--- src/rtl/multicycle_pkg.sv ---
// Shared encodings for the multicycle MIPS control FSM: states, opcodes,
// ALU-op and mux select codes, and the control word driven to the datapath.
package multicycle_pkg;

  localparam int unsigned STATE_BITS = 4;
  localparam int unsigned OP_W       = 6;

  typedef enum logic [STATE_BITS-1:0] {
    S_FETCH   = 4'd0,
    S_DECODE  = 4'd1,
    S_MEMADR  = 4'd2,
    S_MEMRD   = 4'd3,
    S_MEMWB   = 4'd4,
    S_MEMWR   = 4'd5,
    S_EXECUTE = 4'd6,
    S_ALUWB   = 4'd7,
    S_BRANCH  = 4'd8,
    S_IMMEX   = 4'd9,
    S_IMMWB   = 4'd10,
    S_JUMP    = 4'd11
  } state_t;

  localparam logic [OP_W-1:0] OP_RTYPE = 6'b000000;
  localparam logic [OP_W-1:0] OP_LW    = 6'b100011;
  localparam logic [OP_W-1:0] OP_SW    = 6'b101011;
  localparam logic [OP_W-1:0] OP_BEQ   = 6'b000100;
  localparam logic [OP_W-1:0] OP_ADDI  = 6'b001000;
  localparam logic [OP_W-1:0] OP_ORI   = 6'b001101;
  localparam logic [OP_W-1:0] OP_LUI   = 6'b001111;
  localparam logic [OP_W-1:0] OP_J     = 6'b000010;

  localparam logic [1:0] ALUOP_ADD   = 2'b00;
  localparam logic [1:0] ALUOP_SUB   = 2'b01;
  localparam logic [1:0] ALUOP_FUNCT = 2'b10;
  localparam logic [1:0] ALUOP_IMM   = 2'b11;

  localparam logic [1:0] SRCB_REG  = 2'b00;
  localparam logic [1:0] SRCB_FOUR = 2'b01;
  localparam logic [1:0] SRCB_IMM  = 2'b10;
  localparam logic [1:0] SRCB_BOFF = 2'b11;

  localparam logic [1:0] PCSRC_ALU    = 2'b00;
  localparam logic [1:0] PCSRC_ALUOUT = 2'b01;
  localparam logic [1:0] PCSRC_JUMP   = 2'b10;

  typedef struct packed {
    logic [1:0] alu_operation;
    logic       alu_src_a;
    logic [1:0] alu_src_b;
    logic       ext_zero;
    logic [1:0] pc_src;
    logic       pc_write;
    logic       branch;
    logic       ir_write;
    logic       reg_write;
    logic       mem_write;
    logic       mem_read;
    logic       i_or_d;
    logic       mem_to_reg;
    logic       reg_dst;
    logic       illegal_op;
  } ctrl_t;

  // State following DECODE; unsupported opcodes fall back to FETCH.
  function automatic state_t decode_next(input logic [OP_W-1:0] op);
    state_t nxt;
    case (op)
      OP_LW, OP_SW:           nxt = S_MEMADR;
      OP_RTYPE:               nxt = S_EXECUTE;
      OP_BEQ:                 nxt = S_BRANCH;
      OP_ADDI, OP_ORI, OP_LUI: nxt = S_IMMEX;
      OP_J:                   nxt = S_JUMP;
      default:                nxt = S_FETCH;
    endcase
    return nxt;
  endfunction

  function automatic logic is_imm_logic(input logic [OP_W-1:0] op);
    return (op == OP_ORI) || (op == OP_LUI);
  endfunction

endpackage

--- src/rtl/multicycle_ctrl_out_dec.sv ---
// Combinational control-word decode from the current state and the opcode
// latched in DECODE.
module multicycle_ctrl_out_dec
  import multicycle_pkg::*;
(
  input  state_t          i_state,
  input  logic [OP_W-1:0] i_opcode,
  input  logic            i_illegal,
  input  logic            i_mem_ok,
  output ctrl_t           o_ctrl
);

  always_comb begin
    o_ctrl = '0;
    case (i_state)
      S_FETCH: begin
        o_ctrl.mem_read  = 1'b1;
        o_ctrl.ir_write  = i_mem_ok;
        o_ctrl.pc_write  = i_mem_ok;
        o_ctrl.alu_src_b = SRCB_FOUR;
        o_ctrl.pc_src    = PCSRC_ALU;
      end
      S_DECODE: begin
        // Branch target is precomputed into ALUOut here.
        o_ctrl.alu_src_b  = SRCB_BOFF;
        o_ctrl.illegal_op = i_illegal;
      end
      S_MEMADR: begin
        o_ctrl.alu_src_a = 1'b1;
        o_ctrl.alu_src_b = SRCB_IMM;
      end
      S_MEMRD: begin
        o_ctrl.i_or_d   = 1'b1;
        o_ctrl.mem_read = 1'b1;
      end
      S_MEMWB: begin
        o_ctrl.reg_write  = 1'b1;
        o_ctrl.mem_to_reg = 1'b1;
      end
      S_MEMWR: begin
        o_ctrl.i_or_d    = 1'b1;
        o_ctrl.mem_write = 1'b1;
      end
      S_EXECUTE: begin
        o_ctrl.alu_src_a     = 1'b1;
        o_ctrl.alu_src_b     = SRCB_REG;
        o_ctrl.alu_operation = ALUOP_FUNCT;
      end
      S_ALUWB: begin
        o_ctrl.reg_write = 1'b1;
        o_ctrl.reg_dst   = 1'b1;
      end
      S_BRANCH: begin
        o_ctrl.alu_src_a     = 1'b1;
        o_ctrl.alu_src_b     = SRCB_REG;
        o_ctrl.alu_operation = ALUOP_SUB;
        o_ctrl.branch        = 1'b1;
        o_ctrl.pc_src        = PCSRC_ALUOUT;
      end
      S_IMMEX: begin
        o_ctrl.alu_src_a     = 1'b1;
        o_ctrl.alu_src_b     = SRCB_IMM;
        o_ctrl.alu_operation = is_imm_logic(i_opcode) ? ALUOP_IMM : ALUOP_ADD;
        o_ctrl.ext_zero      = is_imm_logic(i_opcode);
      end
      S_IMMWB: begin
        o_ctrl.reg_write = 1'b1;
      end
      S_JUMP: begin
        o_ctrl.pc_write = 1'b1;
        o_ctrl.pc_src   = PCSRC_JUMP;
      end
      default: o_ctrl = '0;
    endcase
  end

endmodule

--- src/rtl/multicycle_ctrl.sv ---
// Main control FSM of the multicycle MIPS datapath: state register, opcode
// latch and next-state logic. Define MULTICYCLE_MEM_WAIT_EN to stall memory
// states on mem_ready.
module multicycle_ctrl
  import multicycle_pkg::*;
#(
  parameter int unsigned STATE_W = 4
) (
  input  logic               clk,
  input  logic               reset,
  input  logic [5:0]         opcode,
  input  logic               mem_ready,
  output logic [1:0]         alu_operation,
  output logic               alu_src_a,
  output logic [1:0]         alu_src_b,
  output logic               ext_zero,
  output logic [1:0]         pc_src,
  output logic               pc_write,
  output logic               branch,
  output logic               ir_write,
  output logic               reg_write,
  output logic               mem_write,
  output logic               mem_read,
  output logic               i_or_d,
  output logic               mem_to_reg,
  output logic               reg_dst,
  output logic               illegal_op,
  output logic [STATE_W-1:0] state
);

  state_t          r_state;
  logic [OP_W-1:0] r_opcode;
  logic            w_mem_ok;
  logic            w_illegal;
  ctrl_t           w_ctrl;
  ctrl_t           w_ctrl_out;

`ifdef MULTICYCLE_MEM_WAIT_EN
  assign w_mem_ok = mem_ready;
`else
  logic w_unused_mem_ready;
  assign w_unused_mem_ready = mem_ready;
  assign w_mem_ok           = 1'b1;
`endif

  assign w_illegal = (decode_next(opcode) == S_FETCH);

  // Opcode is captured in DECODE so later states never see the live IR field.
  always_ff @(posedge clk) begin
    if (reset) begin
      r_state  <= S_FETCH;
      r_opcode <= '0;
    end else begin
      case (r_state)
        S_FETCH:   if (w_mem_ok) r_state <= S_DECODE;
        S_DECODE: begin
          r_opcode <= opcode;
          r_state  <= decode_next(opcode);
        end
        S_MEMADR:  r_state <= (r_opcode == OP_SW) ? S_MEMWR : S_MEMRD;
        S_MEMRD:   if (w_mem_ok) r_state <= S_MEMWB;
        S_MEMWR:   if (w_mem_ok) r_state <= S_FETCH;
        S_EXECUTE: r_state <= S_ALUWB;
        S_IMMEX:   r_state <= S_IMMWB;
        default:   r_state <= S_FETCH;
      endcase
    end
  end

  multicycle_ctrl_out_dec u_out_dec (
    .i_state   (r_state),
    .i_opcode  (r_opcode),
    .i_illegal (w_illegal),
    .i_mem_ok  (w_mem_ok),
    .o_ctrl    (w_ctrl)
  );

  // Reset masks the control word immediately, so no strobe fires in the reset cycle.
  assign w_ctrl_out = reset ? '0 : w_ctrl;
  assign state      = reset ? STATE_W'(S_FETCH) : STATE_W'(r_state);

  assign alu_operation = w_ctrl_out.alu_operation;
  assign alu_src_a     = w_ctrl_out.alu_src_a;
  assign alu_src_b     = w_ctrl_out.alu_src_b;
  assign ext_zero      = w_ctrl_out.ext_zero;
  assign pc_src        = w_ctrl_out.pc_src;
  assign pc_write      = w_ctrl_out.pc_write;
  assign branch        = w_ctrl_out.branch;
  assign ir_write      = w_ctrl_out.ir_write;
  assign reg_write     = w_ctrl_out.reg_write;
  assign mem_write     = w_ctrl_out.mem_write;
  assign mem_read      = w_ctrl_out.mem_read;
  assign i_or_d        = w_ctrl_out.i_or_d;
  assign mem_to_reg    = w_ctrl_out.mem_to_reg;
  assign reg_dst       = w_ctrl_out.reg_dst;
  assign illegal_op    = w_ctrl_out.illegal_op;

endmodule

--- config.mk ---
export PLATFORM = sky130hd
export DESIGN_NAME = multicycle_ctrl
export DESIGN_NICKNAME = d
export VERILOG_FILES = /design/src/rtl/multicycle_pkg.sv /design/src/rtl/multicycle_ctrl_out_dec.sv /design/src/rtl/multicycle_ctrl.sv
export SDC_FILE = /design/constraint.sdc
export NUM_CORES = 1
export LEC_CHECK = 0
export ABC_AREA = 1
export CORE_AREA = 4 4 52 54
export CTS_CLUSTER_SIZE = 30
export DETAILED_ROUTE_END_ITERATION = 16
export DIE_AREA = 0 0 56 58
export PLACE_DENSITY = 0.77
export RECOVER_POWER = 50
export SLEW_MARGIN = 20
export SYNTH_ARGS = -nofsm -noshare
export SYNTH_HDL_FRONTEND = slang
export SYNTH_SLANG_ARGS = --single-unit
export TNS_END_PERCENT = 5
--- constraint.sdc ---
create_clock -name clk -period 1.1 [get_ports clk]
set_input_delay 0.11 -clock clk [delete_from_list [all_inputs] [get_ports clk]]
set_output_delay 0.11 -clock clk [all_outputs]
set_load 0.005 [all_outputs]
* Word level (Yosys, flattened, before mapping)
Index checks and enable logic that the tools add are counted.
W data, S select, Z words.
** Storage, ports and cells
- Flip-flop bits (word level) :: 10
- Input port bits :: 9
- Output and inout port bits :: 22
- Logic and storage cells :: 56
** Cells by class
- Eq/ne operators :: 21
- Multiplexer cells :: 21
- Reductions and logical operators :: 12
** Operators by type and width (count)
- $eq A6 B4 Y1 const B :: 5
- $pmux W4 S6 :: 1
- $pmux W4 S5 :: 1
- $eq A6 B6 Y1 const B :: 3
- $mux W18 :: 1
- $eq A4 B3 Y1 const B :: 4
- $eq A4 B4 Y1 const B :: 4
- $mux W1 :: 12
- $pmux W2 S3 :: 2
- $reduce_or A2 Y1 :: 5
- $eq A4 B2 Y1 const B :: 2
- $logic_not A4 Y1 :: 2
- $eq A6 B2 Y1 const B :: 1
- $eq A6 B3 Y1 const B :: 1
- $logic_not A6 Y1 :: 1
- $reduce_or A3 Y1 :: 2
- $eq A4 B1 Y1 const B :: 1
- $mux W4 :: 1
- $pmux W2 S2 :: 1
- $reduce_or A4 Y1 :: 1
- $mux W3 :: 1
- $mux W2 :: 1
- $logic_or A1 B1 Y1 :: 1

* Depth between registers and ports, before layout
Gate-level depths: netlist of the first run.
- Word-level depth :: 6
- Mapped depth :: 8
- Gate-level depth less buffers :: 8

* Cells and area by module
A second synthesis of the first run with hierarchy kept.
** Unflattened totals
- Cell total of the unflattened synthesis :: 181
- Area total of the unflattened synthesis :: 932.1 um2
** By module, submodules not included
- multicycle_ctrl :: times used 1, cells an instance 129, area each 723.2 um2, seq. area each 200.2 um2
- multicycle_ctrl_out_dec :: times used 1, cells an instance 52, area each 209.0 um2, seq. area each 0.0 um2

* Least setup slack after synthesis of the first run
OpenSTA, ideal clock, no wires.
- Kind :: register to output
- Start point :: register r_state[2]
- End point :: output port illegal_op
- Arrival :: 979 ps
- Required time :: 990 ps
- Setup slack :: 11 ps
- Cell stages (with the launch flop) :: 6
- Buffers on the path :: 0
- Path through :: dfxtp_1 -> nor2_1 -> inv_1 -> nor3_1 -> nand4_1 -> nor2_1
** On the way
- Cells in the longest elaborated chain, start to end :: 3
** RTL lines
- start, declared :: line multicycle_ctrl.sv:31 : state_t r_state;
- start signal, assigned :: line multicycle_ctrl.sv:58 : r_state <= decode_next(opcode);
- start signal, assigned :: line multicycle_ctrl.sv:60 : S_MEMADR: r_state <= (r_opcode == OP_SW) ? S_MEMWR : S_MEMRD;
- $eq A4 B1 Y1 :: line multicycle_ctrl_out_dec.sv:15 : case (i_state)
- $mux W1 :: line multicycle_ctrl_out_dec.sv:15
- $mux W18 :: line multicycle_ctrl.sv:79 : assign w_ctrl_out = reset ? '0 : w_ctrl;
- end, declared :: line multicycle_ctrl.sv:27 : output logic illegal_op,
Every way passes these cells.

* Final worst setup path of the first run
- Start point :: register r_state[2]
- End point :: output port alu_operation[1]
** On the way
- Cells in the longest elaborated chain, start to end :: 3
- Elaborated cells between the ends (all ways) :: 5
- Classes of those cells :: eq/ne (3); mux (2)
** RTL lines
- $eq A4 B4 Y1 / $eq A4 B3 Y1 (equally long branches) :: line multicycle_ctrl_out_dec.sv:15
- $pmux W2 S3 (*) :: line multicycle_ctrl_out_dec.sv:15
- $mux W18 (*) :: line multicycle_ctrl.sv:79
- end, declared :: line multicycle_ctrl.sv:13 : output logic [1:0] alu_operation,
Every way passes the cells marked *; elsewhere a longest branch is shown, timed or not.

==> results of run 1 <==
power by group:
| group | switching (mW) | leakage [nW] | internal [mW] | total [mW] |
|---|---|---|---|---|
| registers | 0.0246 | 0.0849 | 0.387 | 0.411 |
| clock network | 0.141 | 0.0210 | 0.202 | 0.343 |
| logic | 0.176 | 0.617 | 0.175 | 0.350 |
placed cells by master (no fill, tap or decap), types with 6 or more instances in the layout:
| cell | netlist | routed |
|---|---|---|
| nand3_1 | 7 | 6 |
| a21oi_1 | 10 | 7 |
| buf_2 | 0 | 13 |
| clkdlybuf4s50_1 | 0 | 6 |
| nor2_4 | 1 | 7 |
| buf_4 | 2 | 37 |
| inv_1 | 20 | 14 |
| buf_6 | 1 | 7 |
| nor2_1 | 32 | 22 |
| dfxtp_1 | 10 | 6 |
| nand2_1 | 20 | 15 |
final cells by class:
cell class                      count  area (um2)
Clock buffer                        4        36.3
Fill cell                         189         714
Inverter                           20        77.6
Multi-Input combinational cell     93         563
Sequential cell                    10         213
Tap cell                           28        35.0
Timing Repair Buffer               71         573
registers in the layout, indices dropped and copies added (netlist names):
name,count
r_state,4
r_opcode,6
how the worst max path moves through the flow:
stage / cells after the start / startpoint / endpoint
floorplan: 5 / r_state[2]$_SDFF_PP0_ / illegal_op
global placement: 7 / reset / reg_write
detailed placement: 7 / reset / reg_write
CTS: 7 / r_state[2]$_SDFF_PP0_ / illegal_op
global route: 7 / r_state[2]$_SDFF_PP0_ / illegal_op
finish: 7 / r_state[2]$_SDFF_PP0_ / alu_operation[1]
tightest hold or removal path, stage by stage:
cell             delay [ns]
clkdlybuf4s50_1        0.46
nor2_1                 0.12
nor2_1                 0.05
cells by family after synthesis:
family / synth area share (%)
DFF: 27.0
buffers and inverters: 14.2
AOI/OAI and AO/OA: 16.2
and+or+nand+nor: 42.6
repair_timing:
item	CTS	global route
setup endpoints to repair	32	32
gates resized for setup	126	10
pin swaps	14	8
setup buffers	8	0
metal layers:
| metal | vias up | part of all wire [%] | GRT usage [%] |
|---|---|---|---|
| li1 | 554 | - | - |
| met1 | 519 | 36 | 16.4 |
| met2 | 31 | 56 | 35.4 |
| met3 | 6 | 5.4 | 3.12 |
| met4 | 0 | 2.6 | 9.49 |
| met5 | - | 0 | 0 |
metrics by stage:
step	power, mW	util, %
5_1_grt	1.17	67.7
4_1_cts	1.10	66.6
6_report	1.10	67.7
3_3_place_gp	0.727	58.4
2_1_floorplan	0.557	-
3_5_place_dp	0.735	58.4
==> run_results.csv, run 1 <==
group,metric,value,unit
outcome,status,"finished, violations left",
outcome,violations,"setup timing",
placed_design,gp_congestion,0.825,
cells_and_area,diodes,0,
job,drv_cap,0,
drt,first_pass_iters,3,
timing,fin_ws,-0.412,ns
placed_design,placed_area,1290,um2
synthesis,synth_nets,136,
synthesis,synth_top_cells_by_area,"dfxtp_1 (27%), nor2_1 (16%), inv_1 (10%)",
cells_and_area,final_area,1500,um2
clock_tree,clkTransAtPathRegs,0.07,ns
synthesis,synth_edf_count,0,
global_route,first_global_vias,1106,
floorplanning,die_h,58,um
timing,drv_slew,0,
worst_setup_path,cpPeakStageDelay,0.34,ns
hold_path,hold_end,"r_opcode[3]$_SDFFE_PP0P_",
synthesis,ys_seq_elements,10,
timing,rsz0062_at_grt,"true",
clock_tree,cts_hold_buf,0,
cells_and_area,drive_gt1_share,53.0,%
timing,hold_ws,0.497,ns
cells_and_area,layout.cells.non_filler,226,
global_route,grt_max_degree,9,
cells_and_area,synthToLayoutAreaGrowth,102,%
worst_setup_path,r2r-end,"r_opcode[1]$_SDFFE_PP0P_",
worst_setup_path,required,0.99,ns
floorplanning,rows,17,
global_route,gr-usage-all-layers,17.5,%
synthesis,synth_cell_type_count,22,
timing,fin_skew,0.00134,ns
worst_setup_path,path_class,"register to primary output",
clock_tree,cts.sinks,10,
timing,period_minus_slack,1.51,ns
floorplanning,die_w,56,um
clock_tree,cts_tree,"done",
global_route,grt_pass1_wl,4550,um
pwr,p_leak,0.723,nW
placed_design,place_hpwl,1960,um
synthesis,synth_area_leader_cell,"dfxtp_1",
synthesis,synth_cells,127,
pwr,power_density,737,nW/um2
timing,setup_viol,32,
clock_tree,numCtsBuffers,3,
worst_setup_path,critical_path_arrival,1.40,ns
cells_and_area,nNetsFinal,208,
global_route,grt_antenna_before_repair,0,
clock_tree,clk_latency,0.28,ns
clock_tree,htree_levels,1,
timing,slew_headroom,69.2,%
worst_setup_path,path_buf_inv,3,
floorplanning,dieArea,3250,um2
worst_setup_path,r2r_slack,-0.33,ns
placed_design,post-place-ws,-0.774,ns
placed_design,port_buffers,29,
clock_tree,clockBufferDepth,2,
drt,num_vias,1110,
placed_design,placed_cells,214,
clock_tree,cts_root_buffer,"clkbuf_4",
worst_setup_path,path_cells,"inv_2 > nand2_2 > nor2_2 > buf_4 > nand3_2 > a21oi_2 > buf_2",
timing,tns,-9.59,ns
timing,fmax,0.661,GHz
synthesis,syn_area,741,um2
synthesis,synthArstFlopShare,0,%
worst_setup_path,r2r_cells,9,
synthesis,synth_most_common_cell,"nor2_1",
hold_path,hold_path.class,"primary input to register",
drt,drc,0,
pwr,ir_drop,0.733,mV
worst_setup_path,critPathLaunchType,"register",
global_route,overflow,0,
hold_path,min_path_cells,3,
synthesis,synth_top_area_share,27.0,%
drt,vias_per_cell,4.91,
synthesis,synth_common_cells,"nor2_1 (32), inv_1 (20), nand2_1 (20)",
synthesis,ys_seq_area_share,27.0,%
floorplanning,coreArea,2210,um2
floorplanning,io_pins,31,
hold_path,hp-start,"opcode[3]",
synthesis,ys.flop_type,"dfxtp_1",
synthesis,avgSynthCellArea,5.83,um2
worst_setup_path,critPathSlowestCell,"dfxtp_2",
synthesis,yosys_warnings,0,
timing,worst_pin_slew,0.463,ns
worst_setup_path,cp_max_fo,3,
drt,detail_route.wl_per_cell,12.4,um
drt,drt_iter0_markers,13,
worst_setup_path,critPathCaptureType,"primary output",
worst_setup_path,r2r_start,"r_state[2]$_SDFF_PP0_",
timing,finalHoldViolCount,0,
drt,final_antenna_net_count,0,
drt,wl,2800,um
worst_setup_path,critical_path.top_delay_family,"buffers and inverters",
timing,timing.final.crit_share,137,%
floorplanning,start_util,33.5,%
(Power assumes the default switching activity.)
==> inputs of run 2 (changes only) <==
Settings changed: CTS_CLUSTER_DIAMETER from default to 80.
==> results of run 2 <==
Same layout as run 1: the final DEF is identical, and so are final timing and power.
==> inputs of run 3 (changes only) <==
Settings changed: CELL_PAD_IN_SITES_DETAIL_PLACEMENT from default to 1, CELL_PAD_IN_SITES_GLOBAL_PLACEMENT from default to 2, CORE_AREA 4 4 52 54 to 4 4 70 72, DIE_AREA 0 0 56 58 to 0 0 74 76, PLACE_DENSITY 0.77 to 0.82.
==> run 3 against run 2 <==
  * Clock-buffer cell count did not move
  * Critical path depth did not move
  * Maximum frequency rose by 2.7%
  * Power rose by 21%
  * The run still ends with setup timing left
  * Clock skew fell by 0.00065 ns
  * Largest power group is now the clock network
  * Global-route usage fell by 5.7 points
  * Non-clock buffer count rose by 17
  * Sequential power barely moved
  * Design area rose by 18%
  * First-iteration DRC count rose by 31%
  * Critical endpoint is now reg_write
  * Core utilization fell by 26 points
  * Clock power rose by 35%
==> run_results.csv, run 3 (same netlist as run 1, synthesis figures left out) <==
group,metric,value,unit
global_route,grt_max_degree,11,
hold_path,hold_path.class,"primary input to register",
global_route,overflow,0,
clock_tree,cts_tree,"done",
cells_and_area,layout_commonest_cell,"buf_4",
timing,timing.final.crit_share,134,%
drt,vias_per_cell,4.36,
outcome,status,"finished, violations left",
timing,period_minus_slack,1.47,ns
worst_setup_path,path_class,"register to primary output",
timing,fmax,0.679,GHz
worst_setup_path,r2r_start,"r_state[0]$_SDFF_PP0_",
drt,num_vias,1164,
global_route,first_global_vias,1173,
clock_tree,cts_hold_buf,0,
placed_design,post-place-ws,-0.814,ns
worst_setup_path,cp-startpoint,"r_state[0]$_SDFF_PP0_",
floorplanning,coreArea,4290,um2
worst_setup_path,r2r_cells,10,
cells_and_area,top_register,"r_opcode",
cells_and_area,final_area,1770,um2
cells_and_area,nNetsFinal,225,
clock_tree,numCtsBuffers,3,
timing,tns,-7.62,ns
timing,worst_pin_slew,0.441,ns
timing,fin_skew,0.000689,ns
clock_tree,htree_levels,1,
clock_tree,cts_root_buffer,"clkbuf_8",
placed_design,gp_congestion,0.782,
global_route,grt_pass1_wl,5220,um
outcome,violations,"setup timing",
cells_and_area,largest_reg_flops,6,
placed_design,placed_area,1390,um2
drt,drc,0,
timing,setup_viol,31,
worst_setup_path,r2r_slack,-0.28,ns
placed_design,place_hpwl,2220,um
pwr,power,1.33,mW
worst_setup_path,cp_max_fo,5,
cells_and_area,drive_gt1_share,62.3,%
worst_setup_path,critPathLaunchType,"register",
cells_and_area,diodes,0,
worst_setup_path,required,0.99,ns
timing,hold_ws,0.319,ns
timing,fin_ws,-0.373,ns
drt,wl,3350,um
clock_tree,clkTransAtPathRegs,0.05,ns
clock_tree,clk_latency,0.24,ns
worst_setup_path,critPathCaptureType,"primary output",
job,drv_cap,0,
floorplanning,dieArea,5620,um2
clock_tree,clockBufferDepth,2,
drt,detail_route.wl_per_cell,12.5,um
worst_setup_path,critical_path_arrival,1.36,ns
clock_tree,cts.sinks,10,
cells_and_area,reg.largest.list,"r_opcode (6), r_state (4)",
drt,drt_iter0_markers,17,
floorplanning,io_pins,31,
cells_and_area,synthToLayoutAreaGrowth,139,%
placed_design,port_buffers,29,
worst_setup_path,crit_end,"reg_write",
pwr,p_leak,0.863,nW
global_route,gr-usage-all-layers,11.8,%
worst_setup_path,r2r-end,"r_state[1]$_SDFF_PP0_",
hold_path,hp-start,"opcode[5]",
timing,drv_slew,0,
timing,slew_headroom,70.6,%
floorplanning,start_util,17.2,%
drt,first_pass_iters,4,
floorplanning,die_h,76,um
global_route,grt_antenna_before_repair,0,
pwr,ir_drop,0.300,mV
timing,finalHoldViolCount,0,
cells_and_area,final_cell_mix,"buf_4 (50), nor2_1 (17), buf_2 (16)",
timing,rsz0062_at_grt,"true",
drt,final_antenna_net_count,0,
pwr,power_density,751,nW/um2
floorplanning,rows,24,
floorplanning,die_w,74,um
[run 3: cell types whose count changed in the layout (fill, tap and decap cells not counted), sizes merged]
cell	previous run	this run
dlymetal6s2s	0	1
clkbuf	4	5
clkdlybuf4s15	4	1
clkdlybuf4s50	6	5
buf	58	77
[run 3: layout make-up]
class,count,area (um2)
Clock buffer,4,55.1
Inverter,20,87.6
Multi-Input combinational cell,93,657
Timing Repair Buffer,88,693
Tap cell,52,65.1
Sequential cell,10,215
Fill cell,530,2520
[run 3: where the power goes]
group          internal (mW)  leakage, nW  switching [mW]  total (mW)
clock                  0.315       0.0288           0.147       0.462
sequential             0.386       0.0852          0.0229       0.409
combinational          0.238        0.749           0.223       0.461
[run 3: worst min path at each step]
stage / endpoint / slack (ns) / cells past startpoint
global placement: r_opcode[1]$_SDFFE_PP0P_ / 0.49 / 2
global route: r_opcode[5]$_SDFFE_PP0P_ / 0.35 / 3
CTS: r_opcode[1]$_SDFFE_PP0P_ / 0.50 / 2
floorplan: r_opcode[3]$_SDFFE_PP0P_ / 0.24 / 2
finish: r_opcode[5]$_SDFFE_PP0P_ / 0.32 / 3
detailed placement: r_opcode[1]$_SDFFE_PP0P_ / 0.49 / 2
[run 3: metrics by stage]
stage	cells	util [%]
floorplan	127	-
global placement	245	32.3
detailed placement	245	32.3
CTS	257	37.0
global route	267	41.3
finish	267	41.3
[run 3: what timing repair did]
| item | in CTS | in global routing |
|---|---|---|
| pin swaps | 17 | 16 |
| endpoints found under the setup margin | 32 | 32 |
| setup buffers | 8 | 10 |
| resized for setup | 123 | 48 |
[run 3: routing by layer]
metal / global-route usage (%) / up-vias / wire (um)
met5: 0 / - / 0
met2: 21.4 / 25 / 1820
met3: 1.72 / 5 / 135
met4: 5.43 / 0 / 65
met1: 12.9 / 547 / 1320
li1: - / 587 / -
[run 3: critical path, cell delays in order (launching register included)]
cell	delay, ns
dfxtp_4	0.38
buf_4	0.13
nor2_4	0.04
buf_4	0.12
buf_4	0.12
a31oi_1	0.14
o21ai_1	0.07
buf_2	0.12
